`config.mk`:
```
export PLATFORM = sky130hd
export DESIGN_NAME = hazard_control_unit
export DESIGN_NICKNAME = d
export VERILOG_FILES = /design/src/rtl/hazard_control_unit.sv
export SDC_FILE = /design/constraint.sdc
export NUM_CORES = 1
export LEC_CHECK = 0
export ABC_AREA = 1
export BUFFER_PORTS_ARGS = -buffer_cell sky130_fd_sc_hd__buf_2
export CORE_AREA = 2 2 59 61
export DETAILED_ROUTE_END_ITERATION = 10
export DIE_AREA = 0 0 61 63
export PLACE_DENSITY_LB_ADDON = 0.15
export SLEW_MARGIN = 10
export SYNTH_ARGS = -nofsm -noshare
export SYNTH_HDL_FRONTEND = slang
export SYNTH_SLANG_ARGS = --single-unit
export TNS_END_PERCENT = 5
```
`constraint.sdc`:
```
create_clock -name clk -period 1.5 [get_ports clk]
set_clock_uncertainty 0.05 [all_clocks]
set_input_delay 0.225 -clock clk [delete_from_list [all_inputs] [get_ports clk]]
set_output_delay 0.225 -clock clk [all_outputs]
set_load 0.01 [all_outputs]
```
`src/rtl/hazard_control_unit.sv`:
```
// -----------------------------------------------------------------------------
// hazard_control_unit
//   Stall / flush controller for the 5-stage pipeline. Handles the hazards the
//   forwarding network cannot: load-use (one bubble), multi-cycle data memory
//   (full freeze with a wait-timeout watchdog) and taken branches resolved in
//   EX/MEM (flush of the younger wrong-path stages).
//
// Parameters
//   MAX_WAIT : consecutive not-ready memory cycles tolerated before timeout
//   CNT_W    : width of the wait counter and of the statistics counters
//
// Ports
//   clk, arst_n               : clock, synchronous active-low reset
//   register_addr1/2_ID       : rs1 / rs2 of the instruction in ID
//   uses_rs2_ID               : ID instruction reads rs2
//   register_rd_IDEX          : destination of the instruction in ID/EX
//   memread_IDEX              : ID/EX instruction is a load
//   mem_req_EXMEM, mem_ready  : data memory access in EX/MEM and its handshake
//   branch_taken_EXMEM        : branch resolved taken in EX/MEM
//   pc_write, ifid_write, idex_write, exmem_write : stage write enables
//   idex_bubble               : inject NOP control into ID/EX
//   ifid_flush, idex_flush, exmem_flush           : stage clears
//   mem_error                 : sticky memory-timeout flag
//   stall_cycles, flush_events: statistics counters (HAZARD_STATS_EN only)
//
// Optional feature: define HAZARD_STATS_EN to add the saturating statistics
// counters stall_cycles and flush_events.
// -----------------------------------------------------------------------------
module hazard_control_unit #(
  parameter int unsigned MAX_WAIT = 16,
  parameter int unsigned CNT_W    = 16
) (
  input  logic             clk,
  input  logic             arst_n,
  input  logic [4:0]       register_addr1_ID,
  input  logic [4:0]       register_addr2_ID,
  input  logic             uses_rs2_ID,
  input  logic [4:0]       register_rd_IDEX,
  input  logic             memread_IDEX,
  input  logic             mem_req_EXMEM,
  input  logic             mem_ready,
  input  logic             branch_taken_EXMEM,
  output logic             pc_write,
  output logic             ifid_write,
  output logic             idex_write,
  output logic             exmem_write,
  output logic             idex_bubble,
  output logic             ifid_flush,
  output logic             idex_flush,
  output logic             exmem_flush,
`ifdef HAZARD_STATS_EN
  output logic [CNT_W-1:0] stall_cycles,
  output logic [CNT_W-1:0] flush_events,
`endif
  output logic             mem_error
);

  typedef enum logic [1:0] {RUN, MEM_WAIT, ERROR} state_e;

  state_e             state_q, state_d;
  logic [CNT_W-1:0]   wait_cnt_q, wait_cnt_d;
  logic               mem_error_q, mem_error_d;

  logic mem_wait, load_use;

  // ERROR ignores the memory handshake entirely; it is frozen regardless.
  assign mem_wait = (state_q != ERROR) && mem_req_EXMEM && !mem_ready;

  // x0 is hardwired zero, so a load targeting it never creates a dependency.
  assign load_use = memread_IDEX && (register_rd_IDEX != 5'd0) &&
                    ((register_rd_IDEX == register_addr1_ID) ||
                     (uses_rs2_ID && (register_rd_IDEX == register_addr2_ID)));

  // State register
  always_ff @(posedge clk) begin
    if (!arst_n) begin
      state_q     <= RUN;
      wait_cnt_q  <= '0;
      mem_error_q <= 1'b0;
    end else begin
      state_q     <= state_d;
      wait_cnt_q  <= wait_cnt_d;
      mem_error_q <= mem_error_d;
    end
  end

  // Next-state logic. The count is checked before incrementing, so the
  // freeze covers counts 0..MAX_WAIT-1, i.e. exactly MAX_WAIT cycles.
  always_comb begin
    state_d     = state_q;
    wait_cnt_d  = wait_cnt_q;
    mem_error_d = mem_error_q;
    case (state_q)
      RUN, MEM_WAIT: begin
        if (mem_wait) begin
          if (wait_cnt_q >= CNT_W'(MAX_WAIT - 1)) begin
            state_d     = ERROR;
            mem_error_d = 1'b1;
          end else begin
            state_d = MEM_WAIT;
          end
          if (wait_cnt_q != '1) wait_cnt_d = wait_cnt_q + CNT_W'(1);
        end else begin
          state_d    = RUN;
          wait_cnt_d = '0;
        end
      end
      ERROR:   state_d = ERROR;
      default: state_d = RUN;
    endcase
  end

  // Output logic, priority: error/memory freeze > branch flush > load-use.
  // While reset is asserted the idle defaults are presented.
  always_comb begin
    pc_write    = 1'b1;
    ifid_write  = 1'b1;
    idex_write  = 1'b1;
    exmem_write = 1'b1;
    idex_bubble = 1'b0;
    ifid_flush  = 1'b0;
    idex_flush  = 1'b0;
    exmem_flush = 1'b0;
    if (arst_n) begin
      if (state_q == ERROR || mem_wait) begin
        pc_write    = 1'b0;
        ifid_write  = 1'b0;
        idex_write  = 1'b0;
        exmem_write = 1'b0;
      end else if (branch_taken_EXMEM) begin
        ifid_flush  = 1'b1;
        idex_flush  = 1'b1;
        exmem_flush = 1'b1;
      end else if (load_use) begin
        pc_write    = 1'b0;
        ifid_write  = 1'b0;
        idex_bubble = 1'b1;
      end
    end
  end

  assign mem_error = mem_error_q;

`ifdef HAZARD_STATS_EN
  logic [CNT_W-1:0] stall_cycles_q, flush_events_q;

  always_ff @(posedge clk) begin
    if (!arst_n) begin
      stall_cycles_q <= '0;
      flush_events_q <= '0;
    end else begin
      if (!pc_write && stall_cycles_q != '1)
        stall_cycles_q <= stall_cycles_q + CNT_W'(1);
      if (exmem_flush && flush_events_q != '1)
        flush_events_q <= flush_events_q + CNT_W'(1);
    end
  end

  assign stall_cycles = stall_cycles_q;
  assign flush_events = flush_events_q;
`endif

endmodule

```
# After elaboration in Yosys (flattened, before gate mapping)

Index checks and enable logic that the tools add are counted.

Register bits: 19
Input bits: 22
Output and inout port bits: 9
Word-level logic and storage cells: 43

Add/subtract/negate cells: 1
Magnitude comparators: 1
Equality and inequality tests: 7
Multiplexer cells: 18
Reduce and logical (&&, ||, !) cells: 13

Operator list:

| operator                | number |
|---|---|
| $mux W16                | 2 |
| $add A16 B1 Y16 const B | 1 |
| $ge A16 B4 Y1 const B   | 1 |
| $ne A16 B16 Y1 const B  | 1 |
| $mux W1                 | 13 |
| $eq A5 B5 Y1            | 2 |
| $logic_and A1 B1 Y1     | 5 |
| $reduce_bool A5 Y1      | 1 |
| $mux W2                 | 2 |
| $pmux W2 S2             | 1 |
| $reduce_and A3 Y1       | 1 |
| $eq A2 B1 Y1 const B    | 1 |
| $eq A2 B2 Y1 const B    | 1 |
| $logic_not A2 Y1        | 1 |
| $logic_or A1 B1 Y1      | 2 |
| $ne A2 B1 Y1 const B    | 1 |
| $ne A2 B2 Y1 const B    | 1 |
| $reduce_and A2 Y1       | 1 |
| $reduce_or A2 Y1        | 1 |
| $logic_not A1 Y1        | 1 |

# Longest topological paths before layout

Depth after elaboration: 8
Mapped depth: 10
Depth with buffers taken out: 10

# Worst setup path before layout

No wires, ideal clock.

Path type: register -> output
Start point: reg state_q[1]
End point: out pc_write
Arrival: 1.477 ns
Data required time: 1.225 ns
Setup slack: -0.252 ns
Stages on the path, launching flop included: 8
Path buffers: 2
Cell sequence: dfxtp_1 > nand2_1 > nand2_1 > buf_2 > nand2_1 > nand2_1 > a21boi_0 > buf_4

Word-level cells in the longest chain between the ends: 6
Elaborated cells between the ends (all ways): 7
Classes of those cells: eq/ne: 2; mux: 2; reduce/logical: 3

RTL lines:

| what                             | RTL line | text |
|---|---|---|
| from (decl)                      | 60       | `state_e state_q, state_d;` |
| from (signal assigned)           | 81       | `state_q <= state_d;` |
| $ne A2 B2 Y1                     | 67       | `assign mem_wait = (state_q != ERROR) && mem_req_EXMEM && !mem_ready;` |
| $logic_and A1 B1 Y1 (2 in a row) | 67       |  |
| $logic_or A1 B1 Y1 *             | 125      | `if (state_q == ERROR \|\| mem_wait) begin` |
| $mux W1 * (2 in a row)           | n/a      |  |
| to (decl)                        | 43       | `output logic pc_write,` |

Every way passes the cells marked *; elsewhere a longest branch is shown, timed or not.

# Worst setup path in the final report

Start point: reg state_q[0]
End point: out pc_write

Word-level cells in the longest chain between the ends: 6
Elaborated cells between the ends (all ways): 7
Classes of those cells: eq/ne: 2; mux: 2; reduce/logical: 3

RTL lines:

| what                             | RTL line | text |
|---|---|---|
| $ne A2 B2 Y1                     | 67       |  |
| $logic_and A1 B1 Y1 (2 in a row) | 67       |  |
| $logic_or A1 B1 Y1 *             | 125      |  |
| $mux W1 *                        | 125      |  |
| $mux W1 *                        | 124      | `if (arst_n) begin` |

Marked as above.

==> impl_metrics.ini <==
[placement]
routabilityCongestion = 0.923
dp_hpwl_mm = 3.08
pre_cts_slack_ps = -64.7
io_buffers = 30
placed_cells = 339

[logic_synthesis]
syn-instance-count = 256
synth_cell_type_count = 26
synth_nets = 279
ys_seq_area_frac = 0.254
synthFlopType = dfxtp_1
ys_ff_latch = 19
async_flop_share = 0
syn_avg_cell_area_um2 = 5.85
yosysWarnings = 0
syn_area_um2 = 1500
synth_edf_count = 0

[sta]
final-hold-violation-count = 0
fmax_mhz = 654
slew-limit-headroom = 0.838
drv_slew = 0
tightest_slew_ps = 243
tns_ps = -55.1
holdWs_ps = 194
rsz0062_at_grt = true
layout_min_cycle_time_ps = 1530
setup_viol = 2
postLayoutSetupSlackWorst_ps = -27.9
min_period_over_period = 1.02

[critical_path]
worst_ep_arrival_time_ps = 1250
required_ps = 1220
critPathLaunchType = flop
path_class = flop to output port
cp-end-kind = output port
max_stage_delay_ps = 320
crit_path_max_fanout = 3
crit_buf_inv = 2
crit_family = flip-flops
crit_chain = inv_1 > nand2_2 > nand2_2 > nand2_2 > nand2_2 > a21boi_2 > buf_2
slowest_stage = dfxtp_1
crit_path_frequent_cell = nand2_2

[floorplan]
fp.dieH_um = 63
start_util = 0.463
num_io_pins = 31
die-area_um2 = 3840
row_count = 21
fp.dieW_um = 61
design.core.area_um2 = 3230

[finish]
drive_above_1_share = 0.311
n_fill_cell = 333
antenna_cells = 0
layout.nets = 326
layoutNonFillerInstCount = 348
syn_to_final_growth_pct = 26.7

[grt]
grt_pass1_wl_mm = 6.80
grt_pass1_vias = 1610
grtUsageTotal = 0.227
overflow = 0
grt_max_degree = 11
antenna_found_initial = 0

[route]
routed_wl_mm = 3.84
remaining_drc_errors = 0
wl_per_cell_um = 11.0
num_vias = 1691
drt_iter0_drc = 73
dr.pass1.iters = 4
route.antenna.remaining_nets = 0
via_per_inst = 4.86

[clocking]
cts.path.max_buffers = 2
cts_htree_levels = 1
path_clk_slew_ps = 110
numCtsBuffers = 3
cts_tree = done
cts-root-buf = clkbuf_4
numClockSinks = 19
holdBufCountCts = 0
clock_latency_ps = 300

[power]
p_leak_uw = 0.000886
vdd_ir_drop_max_mv = 0.393
swShare = 0.268
p_comb_frac = 0.164
clock_power_share = 0.287
p_seq_frac = 0.548
p_sw_uw = 250
internal_power_uw = 682
p_per_area_nw_per_um2 = 491

[flow_run]
cap_violations = 0

[status]
violations = negative setup slack
status = finished, violations left

[hold_path]
worst_hold_path_type = primary input to flop
power by group through the flow:
stage	registers, uW	clock network, uW	logic, uW
2_1_floorplan	522	0	86.5
6_report	511	268	153
4_1_cts	509	278	153
3_5_place_dp	521	0	149
5_1_grt	512	304	175
3_3_place_gp	521	0	148
final timing paths:
kind,start,end,slack (ps),depth (start not counted)
setup / recovery,state_q[0],pc_write,-30,7
hold / removal,arst_n,state_q[1],190,3
setup reg to reg,wait_cnt_q[0],wait_cnt_q[13],50,9
hold reg to reg,mem_error,mem_error,410,2
kinds of logic (layout without fill, tap and decap cells):
logic type	count (synthesis)	after routing	share of synthesized area
compound gates	21	21	0.0810
flops	19	19	0.254
xor+xnor	8	8	0.0468
fa+ha+maj	1	1	0.00835
simple gates	162	162	0.480
buf+inv	45	91	0.130
Yosys cell counts, types with 2 or more instances:
library cell,instances,area (um2)
o21ai_0,6,30.0
buf_2,3,15.0
dfxtp_1,19,380
nand4_1,6,37.5
nand3_1,24,120
buf_4,4,30.0
nor2_1,39,146
xor2_1,5,43.8
inv_1,36,135
a21oi_1,9,45.0
xnor2_1,3,26.3
nand2_1,76,285
nand2_2,5,31.3
nor2_2,3,18.8
a21oi_2,3,26.3
nor3_1,2,10.0
nand3_2,3,30.0
nor2_4,2,22.5
timing repair:
item | CTS | global route
resized for setup | 7 | 18
setup endpoints to repair | 13 | 21
setup buffers | 2 | 3
pin swaps | 0 | 1
gates cloned | 0 | 0
metrics by stage:
step                instance area [um2]  total power (uW)   util
floorplan                          1510               608      -
global placement                   1770               669  0.548
detailed placement                 1770               670  0.548
CTS                                1830               941  0.566
global route                       1900               990  0.587
finish                             1900               932  0.587
cell type report:
class | instances | area [um2] | share of cell area
clock buffers | 4 | 26.3 | 0.0138
inverters | 37 | 139 | 0.0732
multi-input cells | 192 | 981 | 0.517
flip-flops and latches | 19 | 394 | 0.208
well taps | 46 | 57.6 | 0.0303
repair buffers | 50 | 300 | 0.158
registers in the layout, summed over array words and instances, names as in the netlist:
name	cells
wait_cnt_q	16
state_q	2
mem_error	1
cells in the final DEF (no fill, tap or decap), types with 2 or more instances in the layout:
cell,n
clkbuf_4,3
o21ai_0,6
buf_4,20
xor2_1,5
inv_1,35
nand2_2,8
a21oi_1,9
nand3_2,5
dfxtp_1,8
nor2_4,3
nand3_1,22
nand2_1,72
nor2_2,5
dfxtp_2,11
a21oi_2,3
nand4_1,6
xnor2_1,3
buf_2,30
nor2_1,36
nor3_2,2
per-layer routing:
layer | track usage | vias up | wire, um
li1 | - | 891 | -
met1 | 0.295 | 736 | 1690
met2 | 0.378 | 58 | 1810
met3 | 0.0559 | 6 | 309
met4 | 0.0353 | 0 | 37
met5 | 0 | - | 0
tightest hold or removal path: cells and delay by family:
kind / cells / cell delay (ps)
buffers and inverters: 2 / 240
AO/OA/AOI/OAI: 1 / 50
No activity file was read; power rests on OpenSTA's default activity.
